### config.mk
export PLATFORM = sky130hd
export DESIGN_NAME = i2s_dac_tx
export DESIGN_NICKNAME = d
export VERILOG_FILES = /design/src/rtl/i2s_dac_tx.sv
export SDC_FILE = /design/constraint.sdc
export NUM_CORES = 1
export LEC_CHECK = 0
export BUFFER_PORTS_ARGS = -buffer_cell sky130_fd_sc_hd__buf_2
export CORE_UTILIZATION = 40
export DETAILED_ROUTE_END_ITERATION = 10
export HOLD_SLACK_MARGIN = 0.03
export PLACE_DENSITY = 0.66
export SLEW_MARGIN = 5
export SYNTH_ARGS = -nofsm -noshare
export SYNTH_HDL_FRONTEND = slang
export SYNTH_SLANG_ARGS = --single-unit
### constraint.sdc
create_clock -name clk -period 4.16 [get_ports clk]
set_input_delay 0.832 -clock clk [delete_from_list [all_inputs] [get_ports clk]]
set_output_delay 0.832 -clock clk [all_outputs]
set_load 0.03 [all_outputs]
### src/rtl/i2s_dac_tx.sv
// I2S master serialiser: packs processed 15-bit L/R samples into a 32-bit frame and shifts it out MSB-first to the codec.
// Latency: samples are captured on the BCLK falling edge where bit_cnt wraps to 0; the left MSB leaves one BCLK later.
// Backpressure: none; the codec is a slave that consumes one bit per BCLK. Optional MCLK output: define I2S_DAC_TX_MCLK_EN.
module i2s_dac_tx #(
  parameter int SAMPLE_W  = 15,
  parameter int BCLK_HALF = 9
) (
  input  logic                clk,
  input  logic                rst,
  input  logic [SAMPLE_W-1:0] ldata,
  input  logic [SAMPLE_W-1:0] rdata,
  input  logic                exchan,
  input  logic                mix,
  output logic                aud_bclk,
  output logic                aud_daclrck,
  output logic                aud_dacdat,
  output logic                frame_strobe,
  output logic                aud_xck
);

  localparam int DIV_W = (BCLK_HALF > 1) ? $clog2(BCLK_HALF) : 1;

  logic [DIV_W-1:0] r_div_cnt;
  logic             r_bclk;
  logic [4:0]       r_bit_cnt;
  logic             r_lrck;
  logic             r_dly_bit;
  logic [31:0]      r_shift;
  logic             r_strobe;
  logic             r_xck;

  logic             w_tick;
  logic             w_fall;
  logic             w_load;
  logic [4:0]       w_bit_nxt;

  // Samples widened by two bits so 3*a+b cannot overflow.
  logic signed [SAMPLE_W+1:0] w_ls;
  logic signed [SAMPLE_W+1:0] w_rs;
  logic signed [SAMPLE_W+1:0] w_lsum;
  logic signed [SAMPLE_W+1:0] w_rsum;
  logic signed [SAMPLE_W+1:0] w_lsel;
  logic signed [SAMPLE_W+1:0] w_rsel;
  logic [15:0]                w_lword;
  logic [15:0]                w_rword;

  assign w_tick    = (r_div_cnt == DIV_W'(BCLK_HALF - 1));
  assign w_fall    = w_tick && r_bclk;
  assign w_load    = w_fall && (r_bit_cnt == 5'd31);
  assign w_bit_nxt = r_bit_cnt + 5'd1;

  assign w_ls   = {{2{ldata[SAMPLE_W-1]}}, ldata};
  assign w_rs   = {{2{rdata[SAMPLE_W-1]}}, rdata};
  assign w_lsum = w_ls + w_ls + w_ls + w_rs;
  assign w_rsum = w_rs + w_rs + w_rs + w_ls;
  // Arithmetic shift rounds toward -inf; result always fits SAMPLE_W bits.
  assign w_lsel = mix ? (w_lsum >>> 2) : w_ls;
  assign w_rsel = mix ? (w_rsum >>> 2) : w_rs;
  // Left-justify the SAMPLE_W-bit result in a 16-bit word, zero LSBs below it.
  assign w_lword = 16'(w_lsel) << (16 - SAMPLE_W);
  assign w_rword = 16'(w_rsel) << (16 - SAMPLE_W);

  // BCLK divider: toggle every BCLK_HALF clk cycles.
  always_ff @(posedge clk) begin
    if (rst) begin
      r_div_cnt <= '0;
      r_bclk    <= 1'b0;
    end else if (w_tick) begin
      r_div_cnt <= '0;
      r_bclk    <= ~r_bclk;
    end else begin
      r_div_cnt <= r_div_cnt + DIV_W'(1);
    end
  end

  // Frame sequencing on BCLK falling events: bit counter, LR clock, load/shift, data out.
  always_ff @(posedge clk) begin
    if (rst) begin
      r_bit_cnt <= 5'd31;
      r_lrck    <= 1'b0;
      r_dly_bit <= 1'b0;
      r_shift   <= '0;
      r_strobe  <= 1'b0;
    end else begin
      r_strobe <= w_load;
      if (w_fall) begin
        r_bit_cnt <= w_bit_nxt;
        r_lrck    <= w_bit_nxt[4];
        // Output the MSB as it stood before this event; since the load lands
        // on bit 0, the left MSB appears on bit 1 (the I2S one-bit delay).
        r_dly_bit <= r_shift[31];
        if (w_load) begin
          r_shift <= exchan ? {w_rword, w_lword} : {w_lword, w_rword};
        end else begin
          r_shift <= {r_shift[30:0], 1'b0};
        end
      end
    end
  end

  // Codec master clock: clk/2 when enabled, otherwise held low.
  always_ff @(posedge clk) begin
    if (rst) begin
      r_xck <= 1'b0;
    end else begin
`ifdef I2S_DAC_TX_MCLK_EN
      r_xck <= ~r_xck;
`else
      r_xck <= 1'b0;
`endif
    end
  end

  assign aud_bclk     = r_bclk;
  assign aud_daclrck  = r_lrck;
  assign aud_dacdat   = r_dly_bit;
  assign frame_strobe = r_strobe;
  assign aud_xck      = r_xck;

endmodule

# Word-level counts from Yosys, hierarchy flattened
# Cells that the tools add are included.
# totals
ff_bits	45
input_bits	34
output_inout_bits	5
word_cells	25
# classes
add_sub_neg	8
eq_ne	2
muxes	4
bitwise	1
reduce_logical	3
# op_table
op	count
$mux W32	2
$add A16 B15 Y17	2
$add A17 B15 Y17	2
$add A15 B15 Y16	2
$mux W15	2
$add A5 B1 Y5 const B	1
$eq A5 B5 Y1 const B	1
$add A4 B1 Y4 const B	1
$eq A4 B4 Y1 const B	1
$logic_and A1 B1 Y1	2
$reduce_or A2 Y1	1
$not A1 Y1	1

# Depth between registers and ports, before layout
# Gate-level depths: netlist of run 1.
# logic_depth
ltp_word	6
depth_mapped	12
mapped_depth_nobuf	12

# Least setup slack after synthesis of run 1
# No wires, ideal clock.
# synth_path
path_kind	input -> register
start	input ldata[1]
end	register r_shift[8]
setup_time_ns	0.136
arrival_ns	3.387
required_ns	4.024
slack_ns	0.637
stages	11
path_buffers	0
path_cell_list	fa_1 -> and3_1 -> fa_1 -> a211oi_1 -> o21ai_1 -> a21o_1 -> a21oi_1 -> xnor2_1 -> mux4_2 -> nand2_1 -> a211oi_1
# synth_between
elab_chain_len	6
elab_cells_between_ends	8
classes_between	add/sub (4); mux (4)
# synth_rtl
element	line	text
start, declared	10	input logic [SAMPLE_W-1:0] ldata,
$add A15 B15 Y16	54	assign w_lsum = w_ls + w_ls + w_ls + w_rs;
$add A16 B15 Y17	54	
$add A17 B15 Y17	54	
$mux W15	57	assign w_lsel = mix ? (w_lsum >>> 2) : w_ls;
$mux W32 (*)	93	r_shift <= exchan ? {w_rword, w_lword} : {w_lword, w_rword};
$mux W32 (*)	92	if (w_load) begin
end signal, assigned	93	
end signal, assigned	95	r_shift <= {r_shift[30:0], 1'b0};
end, declared	28	logic [31:0] r_shift;
# Mark *: on every way between the ends. The rest lies on a longest branch, timed or not.
# A chain may end at the register's enable or synchronous reset.

# Worst setup path after layout of run 1
# layout_path
start	input ldata[4]
end	register r_shift[11]
# Same word-level chain as after synthesis.

==> results.yml, run 1 <==
run_status:
  status: "finished, final reports clean"
setup_path:
  reg2reg_from: "r_div_cnt[0]"
  critPathLaunch: "ldata[4]"
  crit_path_start_kind: "input port"
  path_class: "input port to flop"
  crit_end: "r_shift[11]"
  r2r_end: "r_shift[30]"
  critical_path_required_ps: 4300
  crit_fanout: 5
  worstRegToRegCells: 9
  timing.reg2reg.setup_slack_ps: 1670
  end_kind: "flop"
  arrival_ps: 3750
timing:
  max_freq_mhz: 277
  slew_violations: 0
  setup_slack_ps: 545
  final_hold_viol_count: 0
  finalSetupTns_ps: 0
  finalSetupViolCount: 0
  timing.final.crit_period_ps: 3620
  finalClockSkew_ps: 6.22
  maxSlewHeadroom_pct: 47.9
  worstMarginPinSlew_ps: 782
  rsz0062_at_grt: "false"
  period_share_pct: 86.9
die:
  die_h_um: 109
  rows: 38
  start_util_pct: 41.7
  core_um2: 11000
  io-pin-count: 39
  die_x_um: 109
  die-area_um2: 11900
place:
  pre_cts_slack_ps: 301
  place_congestion: 0.909
  dpl.hpwl_um: 8740
  placed_area_um2: 4890
  numPortBuffers: 37
yosys:
  yosysMostFrequentCell: "nand2_1"
  synth_seq_cells: 44
  ys_top_cells_by_area: "dfxtp_1 19%, fa_1 13%, ha_1 8.7%"
  seq_area_frac_synth_pct: 19.2
  yosysTopAreaCell: "dfxtp_1"
  synthFlopType: "dfxtp_1"
  synth.avg_cell_area_um2: 8.39
  netlist_area_um2: 4600
  netlist-cell-type-count: 61
  synth_top_cells_by_count: "53 x nand2_1, 52 x nor2_1, 50 x a21oi_1"
  synth_edf_count: 0
  synth_nets: 644
  postSynthCellCount: 548
  async_flop_share_pct: 0
  yosys_warnings: 0
  synth_top_cell_area_share_pct: 19.2
clock_tree:
  holdBufCountCts: 0
  root_buffer: "clkbuf_16"
  cts_buffer_depth: 2
  cts-resized-gates: 0
  cts_setup_buffers: 0
  path_clk_slew_ps: 60
  cts_made_buffers: 5
  clock-sinks: 44
  clk_latency_ps: 290
  cts-htree-levels: 2
  cts_tree: "yes"
global_routing:
  met1_usage_pct: 28.8
  antenna_found_initial: 0
  grt_use_total_pct: 20.3
  grt_pass1_wl_um: 19200
  grt_max_degree: 45
  grt_use_met3_pct: 1.55
  use_met2_pct: 32.6
  first_global_vias: 3992
  grt.overflow.total: 0
  busiest_layer: "met2"
drt:
  avgViaCountPerCell: 5.86
  routedWlPerCell_um: 15.9
  routed_wl_um: 11300
  ant_nets: 0
  drc: 0
  first_iter_violations: 225
  drt-pass1-iter-count: 4
  dr_total_vias: 4153
run:
  drv_cap: 0
cells_and_area:
  stdcell_area_um2: 5070
  diodes: 0
  fin_util_pct: 45.9
  layout-drive-gt1-share_pct: 11.8
  area_delta_synth_final_pct: 10.2
  nNetsFinal: 664
min_path:
  min_path_type: "flop to flop"
power:
  power_leakage_nw: 2.07
  p_per_area_nw_per_um2: 335
  worst_ir_drop_vdd_uv: 250
logic make-up after synthesis:
logic type / share of synthesized area (%)
buffers and inverters: 4.13
muxes: 9.58
DFF: 19.2
and+or+nand+nor: 16.6
other: 0.0815
xor gates and xnor gates: 4.19
AOI/OAI and AO/OA: 24.5
adders and majority gates: 21.8
metal layers:
metal	routed length (µm)	part of all wire, %	up-vias
met2	5240	46	103
met5	0	0	-
met4	252	2.2	0
li1	-	-	2047
met3	357	3.2	22
met1	5430	48	1981
per-stage QoR:
step                      cells  hold slack, ps  total power [mW]
after floorplan             548             431              1.04
after global placement      701             445              1.21
after detailed placement    701             445              1.22
after CTS                   709             453              1.69
after global routing        709             475              1.82
final                       709             448              1.70
area by class of cell:
| type | count | area [µm²] |
|---|---|---|
| Clock inverter | 2 | 38.8 |
| Sequential cell | 44 | 881 |
| Fill cell | 1095 | 5960 |
| Multi-Input combinational cell | 456 | 3530 |
| Tap cell | 140 | 175 |
| Clock buffer | 6 | 139 |
| Inverter | 16 | 60.1 |
| Timing Repair Buffer | 45 | 245 |
layout by cell type, fill, tap and decap left out, types with 8 or more instances in the layout:
cell and count:
o21ai_1 10, a21oi_1 50, nor2_1 52, nand2_1 53, buf_2 37, buf_4 8, fa_1 30, mux2i_1 20
nand3_1 13, a21o_1 11, ha_1 32, a211oi_1 27, and3_1 8, nand2b_1 8, dfxtp_1 44, xnor2_1 17
inv_1 15, nor3_1 17, o21ai_0 14
sequential cells by signal, indices dropped and copies added, names as in the netlist:
register,flops
aud_bclk,1
aud_dacdat,1
aud_daclrck,1
frame_strobe,1
r_bit_cnt,5
r_div_cnt,4
r_shift,31
power breakdown:
group / leakage, nW / total [mW] / switching [mW] / internal [mW]
sequential: 0.355 / 0.426 / 0.00229 / 0.424
combinational: 1.63 / 0.803 / 0.455 / 0.348
clock: 0.0871 / 0.468 / 0.167 / 0.301
how the worst min path moves through the flow:
stage                startpoint     endpoint  slack, ps  cells past startpoint
finish              aud_daclrck  aud_daclrck        450                      2
global route        aud_daclrck  aud_daclrck        480                      2
CTS                 aud_daclrck  aud_daclrck        450                      2
detailed placement  aud_daclrck  aud_daclrck        440                      2
global placement    aud_daclrck  aud_daclrck        440                      2
floorplan           r_shift[16]  r_shift[16]        430                      2
critical path: stages:
cell,delay [ps]
buf_2,150
fa_1,490
ha_1,340
o21ai_1,150
a211oi_2,280
nand4_1,140
a21boi_1,230
mux2_1,380
a2111oi_1,450
a311o_1,230
a211oi_2,80
Note: power is estimated with default switching activity, not from simulation.
==> run 2: changes to the inputs <==
--- a/config.mk
+++ b/config.mk
@@ -5,6 +5,7 @@
 export SDC_FILE = /design/constraint.sdc
 export NUM_CORES = 1
 export LEC_CHECK = 0
+export ABC_AREA = 1
 export BUFFER_PORTS_ARGS = -buffer_cell sky130_fd_sc_hd__buf_2
 export CORE_UTILIZATION = 40
 export DETAILED_ROUTE_END_ITERATION = 10
==> run 2 against run 1 <==
Critical path type unchanged. Sequential share of layout area decreased by 0.34 points. Global-route usage decreased by 0.76 points. Largest cell class unchanged. Worst hold slack got worse by 0.64 ps.
==> results.yml, run 2 <==
run_status:
  status: "finished, final reports clean"
clock_tree:
  holdBufCountCts: 0
  cts-htree-levels: 2
  clk_latency_ps: 290
  cts_made_buffers: 5
  root_buffer: "clkbuf_16"
  cts_buffer_depth: 2
  cts_setup_buffers: 0
  cts_tree: "yes"
  cts-resized-gates: 0
  path_clk_slew_ps: 60
  clock-sinks: 44
cells_and_area:
  largest_reg_flops: 31
  top_regs: "r_shift x31, r_bit_cnt x5, r_div_cnt x4"
  layout-drive-gt1-share_pct: 11.6
  nNetsFinal: 820
  regMostFlops: "r_shift"
  area_delta_synth_final_pct: 5.81
  mostFrequentLayoutCell: "nand2_1"
  diodes: 0
  most-common-layout-cells: "166 x nand2_1, 104 x nand3_1, 82 x a21oi_1, 81 x inv_1, 44 x dfxtp_1"
yosys:
  yosysTopAreaCell: "dfxtp_1"
  postSynthCellCount: 709
  synth_seq_cells: 44
  synthFlopType: "dfxtp_1"
  yosysMostFrequentCell: "nand2_1"
  seq_area_frac_synth_pct: 18.0
  ys_top_cells_by_area: "dfxtp_1 18%, nand2_1 13%, fa_1 12%"
  yosys_warnings: 0
  synth_nets: 805
  netlist_area_um2: 4890
  synth_edf_count: 0
  netlist-cell-type-count: 42
  synth_top_cell_area_share_pct: 18.0
  async_flop_share_pct: 0
  synth.avg_cell_area_um2: 6.89
  synth_top_cells_by_count: "166 x nand2_1, 104 x nand3_1, 82 x a21oi_1"
setup_path:
  crit_fanout: 4
  end_kind: "flop"
  path_class: "input port to flop"
  arrival_ps: 3140
  crit_chain: "buf_2, inv_1, fa_1, nor2_4, fa_1, nand3_1, nand3_1, nand3_1, nand2_1, nand2_1, nand2_1, nand2_1, nand3_1, nand3_1, nand3_1, a21oi_1"
  cpPeakStageDelay_ps: 550
  slowest_stage: "fa_1"
  critical_path_required_ps: 4370
  cpMostUsedCell: "nand3_1"
  worst-path-buf-inv: 2
  crit_path_start_kind: "input port"
  crit_family: "simple AND/OR/NAND/NOR gates"
timing:
  maxSlewHeadroom_pct: 34.6
  worstMarginPinSlew_ps: 980
  finalClockSkew_ps: 10.3
  hold_ws_ps: 448
  rsz0062_at_grt: "false"
  timing.final.crit_period_ps: 2930
  period_share_pct: 70.4
  slew_violations: 0
  finalSetupViolCount: 0
  max_freq_mhz: 341
  final_hold_viol_count: 0
  finalSetupTns_ps: 0
global_routing:
  grt_use_met3_pct: 2.16
  grt_use_total_pct: 19.5
  grt_max_degree: 40
  antenna_found_initial: 0
  busiest_layer: "met2"
  met1_usage_pct: 27.1
  first_global_vias: 4362
  use_met2_pct: 31.6
  grt_pass1_wl_um: 20200
  grt.overflow.total: 0
die:
  die_h_um: 113
  rows: 40
  die-area_um2: 12700
  core_um2: 12000
  die_x_um: 113
  start_util_pct: 40.8
  io-pin-count: 39
drt:
  first_iter_violations: 260
  drt-pass1-iter-count: 5
  dr_total_vias: 4589
  drc: 0
  ant_nets: 0
  routedWlPerCell_um: 13.3
  routed_wl_um: 11600
  avgViaCountPerCell: 5.26
power:
  power_leakage_nw: 2.52
  worst_ir_drop_vdd_uv: 146
  p_per_area_nw_per_um2: 306
run:
  drv_cap: 0
place:
  dpl.hpwl_um: 9120
  numPortBuffers: 37
  place_congestion: 0.935
min_path:
  min_path_type: "flop to flop"
==> run 2: path summary, 6_finish.rpt <==
kind / cells after the start / slack, ps / endpoint / start
max: 16 / 1230 / r_shift[28] / ldata[1]
max reg2reg: 8 / 1450 / r_shift[22] / r_div_cnt[0]
min reg2reg: 1 / 450 / r_div_cnt[0] / r_div_cnt[0]
min: 1 / 450 / r_div_cnt[0] / r_div_cnt[0]
==> run 2: kinds of logic after synthesis <==
kind of cell               after synthesis  share of synthesized area [%]
other                                    1                         0.0768
buffers and inverters                  115                           11.3
and+or+nand+nor                        324                           30.2
muxes                                    4                          0.845
xor gates and xnor gates                12                           2.15
adders and majority gates               62                           20.5
AOI/OAI and AO/OA                      147                           16.8
DFF                                     44                           18.0
==> run 2: where the power goes <==
part	leakage, nW	internal, mW	total [mW]	switching (mW)
clock network	0.0702	0.223	0.391	0.168
logic	2.09	0.270	0.765	0.494
registers	0.355	0.424	0.425	0.00163
==> run 2: layout make-up <==
| class | instances | area [µm²] |
|---|---|---|
| Timing Repair Buffer | 37 | 185 |
| Clock buffer | 5 | 125 |
| Fill cell | 1278 | 6790 |
| Tap cell | 147 | 184 |
| Sequential cell | 44 | 881 |
| Multi-Input combinational cell | 550 | 3450 |
| Clock inverter | 3 | 21.3 |
| Inverter | 86 | 323 |
==> run 2: stage by stage <==
stage | instances | utilization, % | setup slack, ps | instance area, µm² | total power [mW]
after detailed placement | 864 | 42.0 | 929 | 5020 | 1.19
after CTS | 872 | 43.2 | 1240 | 5170 | 1.58
after global placement | 864 | 42.0 | 997 | 5020 | 1.19
final | 872 | 43.2 | 1230 | 5170 | 1.58
after global routing | 872 | 43.2 | 1060 | 5170 | 1.73
after floorplan | 709 | - | 1390 | 4890 | 1.02
==> run 2: metal layers <==
metal  vias up  wire length [µm]
li1       2381                 -
met1      2052              5720
met2       128              5040
met3        28               520
met4         0               292
met5         -                 0
